[src/rtl/arb3_pkg.sv]
// arb3_pkg -- shared encodings for the three-way memory arbiter.
//   owner_t        : 2-bit owner / datapath-select code (a=00, b=01, c=10)
//   CHOOSE_A/B/C   : select codes driven on the 3:1 datapath mux
//   OWN_A/B/C      : owner codes (same values as the select codes)
//   IDLE/BUSY      : FSM state encodings
//   owner_onehot() : owner code -> one-hot {c,b,a} grant vector
package arb3_pkg;

    typedef logic [1:0] owner_t;

    localparam owner_t CHOOSE_A = 2'b00;
    localparam owner_t CHOOSE_B = 2'b01;
    localparam owner_t CHOOSE_C = 2'b10;

    // The owner code doubles as the mux select, so a finished owner can be
    // recorded straight from the registered select.
    localparam owner_t OWN_A = CHOOSE_A;
    localparam owner_t OWN_B = CHOOSE_B;
    localparam owner_t OWN_C = CHOOSE_C;

    localparam logic [0:0] IDLE = 1'b0;
    localparam logic [0:0] BUSY = 1'b1;

    function automatic logic [2:0] owner_onehot(input owner_t o);
        case (o)
            OWN_A:   return 3'b001;
            OWN_B:   return 3'b010;
            OWN_C:   return 3'b100;
            default: return 3'b000;
        endcase
    endfunction

endpackage

[src/rtl/mem_arbiter3_if.sv]
// mem_arbiter3_if -- request/grant/memory handshake bundle of mem_arbiter3.
//   req_a/b/c   : level requests from ifetch / data / debug clients
//   gnt_a/b/c   : one-hot grant, high for the whole owner transaction
//   done_a/b/c  : one-cycle completion pulse to the owner
//   choose      : 3:1 datapath select (00=a, 01=b, 10=c)
//   mem_valid   : transaction valid toward the shared memory port
//   mem_ready   : memory completion strobe
//   busy        : arbiter holds an owner
//   timeout_err : one-cycle pulse on forced release (timeout build only)
// Modports: slave = arbiter side, master = clients/memory side.
interface mem_arbiter3_if;

    logic       req_a, req_b, req_c;
    logic       gnt_a, gnt_b, gnt_c;
    logic       done_a, done_b, done_c;
    logic [1:0] choose;
    logic       mem_valid;
    logic       mem_ready;
    logic       busy;
    logic       timeout_err;

    modport slave (
        input  req_a, req_b, req_c, mem_ready,
        output gnt_a, gnt_b, gnt_c, done_a, done_b, done_c,
               choose, mem_valid, busy, timeout_err
    );

    modport master (
        output req_a, req_b, req_c, mem_ready,
        input  gnt_a, gnt_b, gnt_c, done_a, done_b, done_c,
               choose, mem_valid, busy, timeout_err
    );

endinterface

[src/rtl/mem_arbiter3_rr_pick3.sv]
// rr_pick3 -- combinational three-way round-robin pick.
//   req        in  3  requests {c,b,a}
//   last_owner in  2  owner served most recently
//   valid      out 1  at least one request present
//   winner     out 2  owner code of the first requester after last_owner
//                     in the order a->b->c->a
module rr_pick3
    import arb3_pkg::*;
(
    input  logic [2:0] req,
    input  owner_t     last_owner,
    output logic       valid,
    output owner_t     winner
);

    always_comb begin
        valid  = |req;
        winner = OWN_A;
        case (last_owner)
            OWN_A: begin
                if      (req[1]) winner = OWN_B;
                else if (req[2]) winner = OWN_C;
                else if (req[0]) winner = OWN_A;
            end
            OWN_B: begin
                if      (req[2]) winner = OWN_C;
                else if (req[0]) winner = OWN_A;
                else if (req[1]) winner = OWN_B;
            end
            default: begin
                if      (req[0]) winner = OWN_A;
                else if (req[1]) winner = OWN_B;
                else if (req[2]) winner = OWN_C;
            end
        endcase
    end

endmodule

[src/rtl/mem_arbiter3.sv]
// mem_arbiter3 -- round-robin arbiter giving three clients (a=ifetch,
// b=data, c=debug) exclusive use of one shared memory port.
//   clk  in  sole clock, rising edge
//   rst  in  synchronous active-high reset
//   bus  mem_arbiter3_if.slave : requests, grants, done pulses, mux select,
//        mem_valid/mem_ready handshake, busy, timeout_err
// Parameters: TIMEOUT_CYCLES (max BUSY cycles before forced release) and
// TO_WIDTH (counter width, 2**TO_WIDTH > TIMEOUT_CYCLES).
// Optional feature: define MEM_ARBITER3_TIMEOUT_EN to enable the BUSY
// watchdog; without it BUSY waits for mem_ready indefinitely and
// timeout_err is tied low.
module mem_arbiter3
    import arb3_pkg::*;
#(
    parameter int TIMEOUT_CYCLES = 255,
    parameter int TO_WIDTH       = 8
) (
    input  logic           clk,
    input  logic           rst,
    mem_arbiter3_if.slave  bus
);

    if (TIMEOUT_CYCLES >= (2 ** TO_WIDTH)) begin : g_cfg_check
        $error("mem_arbiter3: TO_WIDTH too narrow for TIMEOUT_CYCLES");
    end

    logic [0:0] state_q, state_d;
    logic [2:0] gnt_q, gnt_d;          // {c,b,a}
    logic [2:0] done_q, done_d;        // {c,b,a}
    owner_t     choose_q, choose_d;    // also the current owner while BUSY
    owner_t     last_q, last_d;
    logic       mem_valid_q, mem_valid_d;

    logic       pick_valid;
    owner_t     pick_winner;

`ifdef MEM_ARBITER3_TIMEOUT_EN
    localparam logic [TO_WIDTH-1:0] TO_LAST = TO_WIDTH'(TIMEOUT_CYCLES - 1);
    // cnt_q = BUSY cycles already spent by the current owner
    logic [TO_WIDTH-1:0] cnt_q, cnt_d;
    logic                to_err_q, to_err_d;
`endif

    rr_pick3 u_pick (
        .req        ({bus.req_c, bus.req_b, bus.req_a}),
        .last_owner (last_q),
        .valid      (pick_valid),
        .winner     (pick_winner)
    );

    always_comb begin
        state_d     = state_q;
        gnt_d       = gnt_q;
        done_d      = 3'b000;
        choose_d    = choose_q;
        last_d      = last_q;
        mem_valid_d = mem_valid_q;
`ifdef MEM_ARBITER3_TIMEOUT_EN
        cnt_d       = cnt_q;
        to_err_d    = 1'b0;
`endif
        case (state_q)
            // The done pulse coincides with the first IDLE cycle; that cycle
            // already arbitrates with the updated last_owner, so grants are
            // always separated by exactly one grant-free cycle.
            IDLE: begin
                if (pick_valid) begin
                    state_d     = BUSY;
                    gnt_d       = owner_onehot(pick_winner);
                    choose_d    = pick_winner;
                    mem_valid_d = 1'b1;
`ifdef MEM_ARBITER3_TIMEOUT_EN
                    cnt_d       = '0;
`endif
                end
            end
            BUSY: begin
                // mem_ready is checked first so completion beats a timeout
                // landing in the same cycle.
                if (bus.mem_ready) begin
                    state_d     = IDLE;
                    gnt_d       = 3'b000;
                    mem_valid_d = 1'b0;
                    done_d      = gnt_q;
                    last_d      = choose_q;
                end
`ifdef MEM_ARBITER3_TIMEOUT_EN
                else if (cnt_q == TO_LAST) begin
                    state_d     = IDLE;
                    gnt_d       = 3'b000;
                    mem_valid_d = 1'b0;
                    last_d      = choose_q;
                    to_err_d    = 1'b1;
                end else begin
                    cnt_d = cnt_q + 1'b1;
                end
`endif
            end
            default: state_d = IDLE;
        endcase
    end

    always_ff @(posedge clk) begin
        if (rst) begin
            state_q     <= IDLE;
            gnt_q       <= 3'b000;
            done_q      <= 3'b000;
            choose_q    <= CHOOSE_A;
            last_q      <= OWN_C;      // first pick after reset favours a
            mem_valid_q <= 1'b0;
`ifdef MEM_ARBITER3_TIMEOUT_EN
            cnt_q       <= '0;
            to_err_q    <= 1'b0;
`endif
        end else begin
            state_q     <= state_d;
            gnt_q       <= gnt_d;
            done_q      <= done_d;
            choose_q    <= choose_d;
            last_q      <= last_d;
            mem_valid_q <= mem_valid_d;
`ifdef MEM_ARBITER3_TIMEOUT_EN
            cnt_q       <= cnt_d;
            to_err_q    <= to_err_d;
`endif
        end
    end

    assign bus.gnt_a     = gnt_q[0];
    assign bus.gnt_b     = gnt_q[1];
    assign bus.gnt_c     = gnt_q[2];
    assign bus.done_a    = done_q[0];
    assign bus.done_b    = done_q[1];
    assign bus.done_c    = done_q[2];
    assign bus.choose    = choose_q;
    assign bus.mem_valid = mem_valid_q;
    assign bus.busy      = (state_q == BUSY);
`ifdef MEM_ARBITER3_TIMEOUT_EN
    assign bus.timeout_err = to_err_q;
`else
    assign bus.timeout_err = 1'b0;
`endif

endmodule

[src/flat_wrapper.sv]
// flat-port wrapper written by rule: the top's interface ports become plain ports
module mem_arbiter3_flat import arb3_pkg::*;
#(
    parameter int TIMEOUT_CYCLES = 255,
    parameter int TO_WIDTH       = 8
)
  (clk, rst, bus_req_a, bus_req_b, bus_req_c, bus_mem_ready, bus_gnt_a, bus_gnt_b, bus_gnt_c, bus_done_a, bus_done_b, bus_done_c, bus_choose, bus_mem_valid, bus_busy, bus_timeout_err);
  mem_arbiter3_if bus_i ();
  input  logic clk;
  input  logic rst;
  input wire logic [$bits(bus_i.req_a)-1:0] bus_req_a;
  input wire logic [$bits(bus_i.req_b)-1:0] bus_req_b;
  input wire logic [$bits(bus_i.req_c)-1:0] bus_req_c;
  input wire logic [$bits(bus_i.mem_ready)-1:0] bus_mem_ready;
  output wire logic [$bits(bus_i.gnt_a)-1:0] bus_gnt_a;
  output wire logic [$bits(bus_i.gnt_b)-1:0] bus_gnt_b;
  output wire logic [$bits(bus_i.gnt_c)-1:0] bus_gnt_c;
  output wire logic [$bits(bus_i.done_a)-1:0] bus_done_a;
  output wire logic [$bits(bus_i.done_b)-1:0] bus_done_b;
  output wire logic [$bits(bus_i.done_c)-1:0] bus_done_c;
  output wire logic [$bits(bus_i.choose)-1:0] bus_choose;
  output wire logic [$bits(bus_i.mem_valid)-1:0] bus_mem_valid;
  output wire logic [$bits(bus_i.busy)-1:0] bus_busy;
  output wire logic [$bits(bus_i.timeout_err)-1:0] bus_timeout_err;
  assign bus_i.req_a = bus_req_a;
  assign bus_i.req_b = bus_req_b;
  assign bus_i.req_c = bus_req_c;
  assign bus_i.mem_ready = bus_mem_ready;
  assign bus_gnt_a = bus_i.gnt_a;
  assign bus_gnt_b = bus_i.gnt_b;
  assign bus_gnt_c = bus_i.gnt_c;
  assign bus_done_a = bus_i.done_a;
  assign bus_done_b = bus_i.done_b;
  assign bus_done_c = bus_i.done_c;
  assign bus_choose = bus_i.choose;
  assign bus_mem_valid = bus_i.mem_valid;
  assign bus_busy = bus_i.busy;
  assign bus_timeout_err = bus_i.timeout_err;
  mem_arbiter3 #(.TIMEOUT_CYCLES(TIMEOUT_CYCLES), .TO_WIDTH(TO_WIDTH)) u_core (.clk(clk), .rst(rst), .bus(bus_i));
endmodule
[config.mk]
export PLATFORM = sky130hd
export DESIGN_NAME = mem_arbiter3_flat
export DESIGN_NICKNAME = d
export VERILOG_FILES = /design/src/rtl/arb3_pkg.sv /design/src/rtl/mem_arbiter3_if.sv /design/src/rtl/mem_arbiter3_rr_pick3.sv /design/src/rtl/mem_arbiter3.sv /design/src/flat_wrapper.sv
export SDC_FILE = /design/constraint.sdc
export NUM_CORES = 1
export LEC_CHECK = 0
export ABC_AREA = 1
export ABC_CLOCK_PERIOD_IN_PS = 900
export CAP_MARGIN = 20
export CORE_AREA = 8 8 45 47
export DETAILED_ROUTE_END_ITERATION = 10
export DIE_AREA = 0 0 53 55
export PLACE_DENSITY = 0.66
export SKIP_CTS_REPAIR_TIMING = 1
export SYNTH_ARGS = -nofsm -noshare
export SYNTH_HDL_FRONTEND = slang
export SYNTH_SLANG_ARGS = --single-unit
[constraint.sdc]
create_clock -name clk -period 0.9 [get_ports clk]
set_input_delay 0.27 -clock clk [delete_from_list [all_inputs] [get_ports clk]]
set_output_delay 0.27 -clock clk [all_outputs]
set_load 0.02 [all_outputs]
==> flow_summary.yaml, run 1 <==
floorplanning:
  die_w_um: 53
  core_um2: 1380
  ios: 17
  die_y_um: 55
  fp-row-count: 14
  fp.dieArea_um2: 2920
  start_util_pct: 34.2
synthesis:
  netlist_area_um2: 473
  netlist.area_leader.share_pct: 50.8
  syn_avg_cell_area_um2: 7.51
  synth.area.top_cells: "dfxtp_1 51%, nor2_1 10%, inv_1 7.9%, nand2_1 5.6%, a21oi_1 4.2%"
  ys_warn_count: 0
  syn-num-nets: 69
  post-synth-top-area-cell: "dfxtp_1"
  seq_area_frac_synth_pct: 50.8
  async_flop_share_pct: 0
  synthDistinctLibCells: 17
  ys_ff_latch: 12
  synthTopCellsByCount: "13 x nor2_1, 12 x dfxtp_1, 10 x inv_1"
  synth.most_common_cell: "nor2_1"
  syn_inst: 63
  ys_dominant_reg_cell: "dfxtp_1"
  synth_edf_count: 0
setup_path:
  r2r_end: "u_core.last_q[1]"
  critPathCaptureType: "output pin"
  worst-path-stages: 1
  cp.buffers_inverters: 1
  reg2reg_slack_ns: -0.09
  crit_chain: "buf_6"
  r2r-start: "u_core.bus.busy"
  cp-endpoint: "bus_busy"
  cp.required_ns: 0.63
  cpMaxStageDelayCell: "dfxtp_4"
  critPathMaxFanout: 2
  worst_path_dominant_cell_family: "flip-flops"
  startpoint_type: "flop"
  crit_type: "flop to output pin"
  max_stage_delay_ns: 0.35
  startpoint: "u_core.bus.busy"
  critPathArrivalTime_ns: 0.74
  reg2regPathDepth: 6
timing:
  timing.fmax_mhz: 991
  hold_violations: 0
  drv_slew: 0
  fin_ws_ns: -0.109
  final.setup_skew_ns: 0.00855
  setup_viol: 18
  min_period_over_period_pct: 112
  whs_ns: 0.381
  period_minus_slack_ns: 1.01
  rsz0062_at_grt: "true"
  setup_tns_ns: -1.32
finish:
  drive_gt1_share_pct: 66.7
  regArea_um2: 259
  fin_nets: 100
  multi_input_area_um2: 246
  diodes: 0
  areaGrowthSynthToFinish_pct: 86.8
  stdcell_area_um2: 883
  fin_util_pct: 63.8
  nFillCells: 118
global_routing:
  grtUsageTotal_pct: 8.35
  grt.overflow.total: 0
  grt_max_degree: 8
  antenna_found_initial: 0
  grt_pass1_vias: 474
  grt_pass1_wl_mm: 1.77
clocking:
  cts_buffer_depth: 2
  clk_latency_ns: 0.28
  clockRootBuffer: "clkbuf_4"
  cts_tree: "done"
  cts.clk_slew.worst_paths_ns: 0.09
  cts.htree.levels: 1
  cts_sinks: 12
  cts_made_buffers: 3
place:
  dp_hpwl_um: 890
  post-place-ws_ns: -0.465
  io_buffers: 15
  post_dp_cell_area_um2: 724
  place_congestion: 0.750
min_path:
  hp-class: "input pin to flop"
  hold_path.startpoint: "rst"
outcome:
  status: "complete, but fails checks"
  failed_checks: "negative setup slack"
route:
  wl_per_cell_um: 11.3
  drt-total-wl_mm: 1.24
  antenna_left: 0
  dr.pass1.iters: 4
  avgViaCountPerCell: 4.48
  num_vias: 488
  drc: 0
  drt_iter0_drc: 11
pwr:
  p_leak_uw: 0.000440
  power_density_nw_per_um2: 1510
  irDropWorstVdd_v: 0.000718
flow_run:
  cap_viol_max_count: 0
-- cell usage in the layout (no fill, tap or decap), types with 5 or more instances in the layout --
| cell | count |
|---|---|
| inv_1 | 7 |
| dlymetal6s2s_1 | 5 |
| buf_6 | 11 |
| nor2_2 | 8 |
| buf_4 | 11 |
| dfxtp_2 | 9 |
| nor2_1 | 5 |
-- sequential cells by signal, indices dropped and copies added, names as in the netlist --
name	flops
u_core.bus.busy	1
u_core.bus.choose	2
u_core.bus.mem_valid	1
u_core.done_q	3
u_core.gnt_q	3
u_core.last_q	2
-- cells by family after synthesis --
logic type | Yosys count | share of synthesized area, %
flip-flops | 12 | 50.8
AO/OA/AOI/OAI | 9 | 11.1
other | 1 | 0.793
AND/OR/NAND/NOR | 28 | 26.2
buffers and inverters | 13 | 11.1
-- routing by layer --
metal	part of all wire [%]	GRT usage, %	vias to the layer above
met3	7.3	2.94	4
met2	50	13.7	14
met4	1.2	7.33	0
li1	-	-	253
met1	42	8.32	217
met5	0	0	-
-- per-stage QoR --
step	power [µW]	std cells
2_1_floorplan	706	63
5_1_grt	1390	109
4_1_cts	1270	108
6_report	1330	109
3_3_place_gp	840	104
3_5_place_dp	844	104
-- report_power, final --
part / internal [µW] / switching [µW]
Sequential: 563 / 21.0
Clock: 246 / 193
Combinational: 152 / 158
Total: 961 / 372
-- worst min path at each step --
stage	cells past startpoint	end	slack, ns
finish	4	u_core.done_q[2]	0.38
global route	4	u_core.done_q[1]	0.41
CTS	1	u_core.last_q[0]	0.49
detailed placement	1	u_core.last_q[0]	0.47
global placement	1	u_core.last_q[0]	0.47
floorplan	1	u_core.gnt_q[0]	0.33
-- final cells by class --
cell class	count	area share, %
tap	16	2.27
inverter	12	5.95
multi-input combinational	38	27.9
sequential	12	29.3
timing repair buffer	27	30.5
clock buffer	4	4.11
(Power assumes the default switching activity.)
==> run 2, diff against run 1 <==
Settings changed: PLACE_DENSITY 0.66 to 0.68, SYNTH_HIERARCHICAL set to 1.
==> flow_summary.yaml, run 2 <==
pwr:
  irDropWorstVdd_v: 0.000858
  p_leak_uw: 0.000439
  power_density_nw_per_um2: 1400
finish:
  diodes: 0
  final_common_cell: "buf_4"
  layout_common_cells: "13 x buf_4, 10 x buf_6, 10 x dfxtp_2"
  areaGrowthSynthToFinish_pct: 76.8
  top_regs: "u_core/done_q: 3 flops, u_core/gnt_q: 3 flops"
  fin_nets: 108
  layoutNonFillerInstCount: 116
  drive_gt1_share_pct: 62.0
setup_path:
  critPathArrivalTime_ns: 1.30
  max_stage_delay_ns: 0.34
  critPathMaxFanout: 3
  critPathCaptureType: "flop"
  startpoint_type: "flop"
  cp.required_ns: 1.11
  crit_type: "flop to flop"
  crit_chain: "inv_2 -> nand2_1 -> nand2_1 -> a21oi_2 -> inv_2 -> nor2_2 -> nand2_2 -> a21oi_2"
  worst_path_dominant_cell_family: "flip-flops"
  cp.buffers_inverters: 2
  cpMaxStageDelayCell: "dfxtp_2"
route:
  drt_iter0_drc: 3
  antenna_left: 0
  drt-total-wl_mm: 1.38
  dr.pass1.iters: 4
  num_vias: 539
  wl_per_cell_um: 11.9
  dr.max_layer_used: "met4"
  wl_met2_um: 728
  avgViaCountPerCell: 4.65
  wl_met3_um: 68
  m1WireLength_um: 569
  drc: 0
clocking:
  clk_latency_ns: 0.27
  cts_sinks: 12
  cts.clk_slew.worst_paths_ns: 0.07
  clockRootBuffer: "clkbuf_4"
  cts_tree: "done"
  cts_buffer_depth: 2
  cts_made_buffers: 3
  cts.htree.levels: 1
floorplanning:
  core_um2: 1380
  start_util_pct: 35.8
  fp-row-count: 14
  fp.dieArea_um2: 2920
  die_w_um: 53
  ios: 17
  die_y_um: 55
outcome:
  failed_checks: "negative setup slack"
  status: "complete, but fails checks"
place:
  post-place-cells: 111
  dp_hpwl_um: 970
  place_congestion: 0.820
  io_buffers: 15
  post-place-ws_ns: -0.624
timing:
  setup_viol: 15
  fin_ws_ns: -0.188
  final.setup_skew_ns: 0.00348
  period_minus_slack_ns: 1.09
  timing.fmax_mhz: 919
  hold_violations: 0
  drv_slew: 0
  min_period_over_period_pct: 121
  rsz0062_at_grt: "true"
global_routing:
  grt_pass1_vias: 460
  grt_max_degree: 7
  grt.overflow.total: 0
  grt_pass1_wl_mm: 1.96
  grtUsageTotal_pct: 9.06
  antenna_found_initial: 0
synthesis:
  ys_ff_latch: 12
  ys_warn_count: 6
  synthTopCellsByCount: "12 x dfxtp_1, 12 x inv_1, 11 x nand2_1, 11 x nor2_1, 9 x nand3_1"
  netlist_area_um2: 495
  syn-num-nets: 76
  seq_area_frac_synth_pct: 48.5
  async_flop_share_pct: 0
  synth_edf_count: 0
  synthDistinctLibCells: 14
  netlist.area_leader.share_pct: 48.5
  ys_dominant_reg_cell: "dfxtp_1"
  syn_inst: 70
  syn_avg_cell_area_um2: 7.08
  synth.area.top_cells: "dfxtp_1 48%, nand3_1 9.1%, inv_1 9.1%, nand2_1 8.3%, nor2_1 8.3%"
  post-synth-top-area-cell: "dfxtp_1"
flow_run:
  cap_viol_max_count: 0
min_path:
  hp-class: "input pin to flop"
## run 2: changes by cell type after synthesis, sizes merged
cell | before | now
nand2 | 8 | 12
nand3 | 5 | 9
a21oi | 5 | 7
a22o | 1 | 0
inv | 12 | 13
nand4 | 1 | 0
nor2 | 14 | 13
o21ai | 3 | 2
## run 2: worst register-to-register path, stage by stage, from the launching register on
cell and delay [ns]:
dfxtp_2 0.34, inv_2 0.05, nand2_1 0.05, nand2_1 0.06
a21oi_2 0.19, inv_2 0.08, nor2_2 0.09, nand2_2 0.06
a21oi_2 0.11
## run 2: through the flow
stage | instance area (µm²) | utilization [%] | setup TNS (ns) | hold slack, ns | total power, µW
global placement | 743 | 53.7 | -7.83 | 0.458 | 846
finish | 876 | 63.3 | -1.50 | 0.332 | 1230
detailed placement | 743 | 53.7 | -8.17 | 0.460 | 850
global route | 876 | 63.3 | -2.17 | 0.367 | 1290
CTS | 766 | 55.3 | -7.82 | 0.471 | 1180
floorplan | 498 | - | -0.0502 | 0.332 | 713
## run 2: report_power, final
| group | internal, µW | switching [µW] | leakage, µW |
|---|---|---|---|
| registers | 564 | 19.6 | 0.000102 |
| clock network | 155 | 170 | 0.0000138 |
| logic | 149 | 168 | 0.000323 |
| total | 868 | 358 | 0.000439 |
## run 2: cell type report
| class | instances | area [µm²] |
|---|---|---|
| Fill cell | 113 | 508 |
| Timing Repair Buffer | 28 | 273 |
| Multi-Input combinational cell | 44 | 259 |
| Sequential cell | 12 | 253 |
| Inverter | 13 | 48.8 |
| Clock buffer | 3 | 22.5 |
| Tap cell | 16 | 20.0 |
## run 2: routing by layer
layer	vias up	GRT usage [%]
li1	279	-
met3	2	2.41
met2	13	14.8
met5	-	0
met1	245	10.5
met4	0	5.17
## run 2: cell families (layout without fill, tap and decap cells)
kind of cell	Yosys count	count (layout)	share of synthesized area [%]
compound gates	9	9	9.85
buf+inv	14	44	11.4
flops	12	12	48.5
other cells	1	1	0.757
simple gates	34	34	29.5
## run 2: final timing paths
path / start / endpoint / slack (ns) / cells after the start
setup / recovery: u_core/last_q[0] / u_core/gnt_q[2] / -0.19 / 8
hold / removal: rst / u_core/bus.choose[1] / 0.33 / 4
setup reg to reg: u_core/last_q[0] / u_core/gnt_q[2] / -0.19 / 8
hold reg to reg: u_core/last_q[0] / u_core/last_q[0] / 0.47 / 2
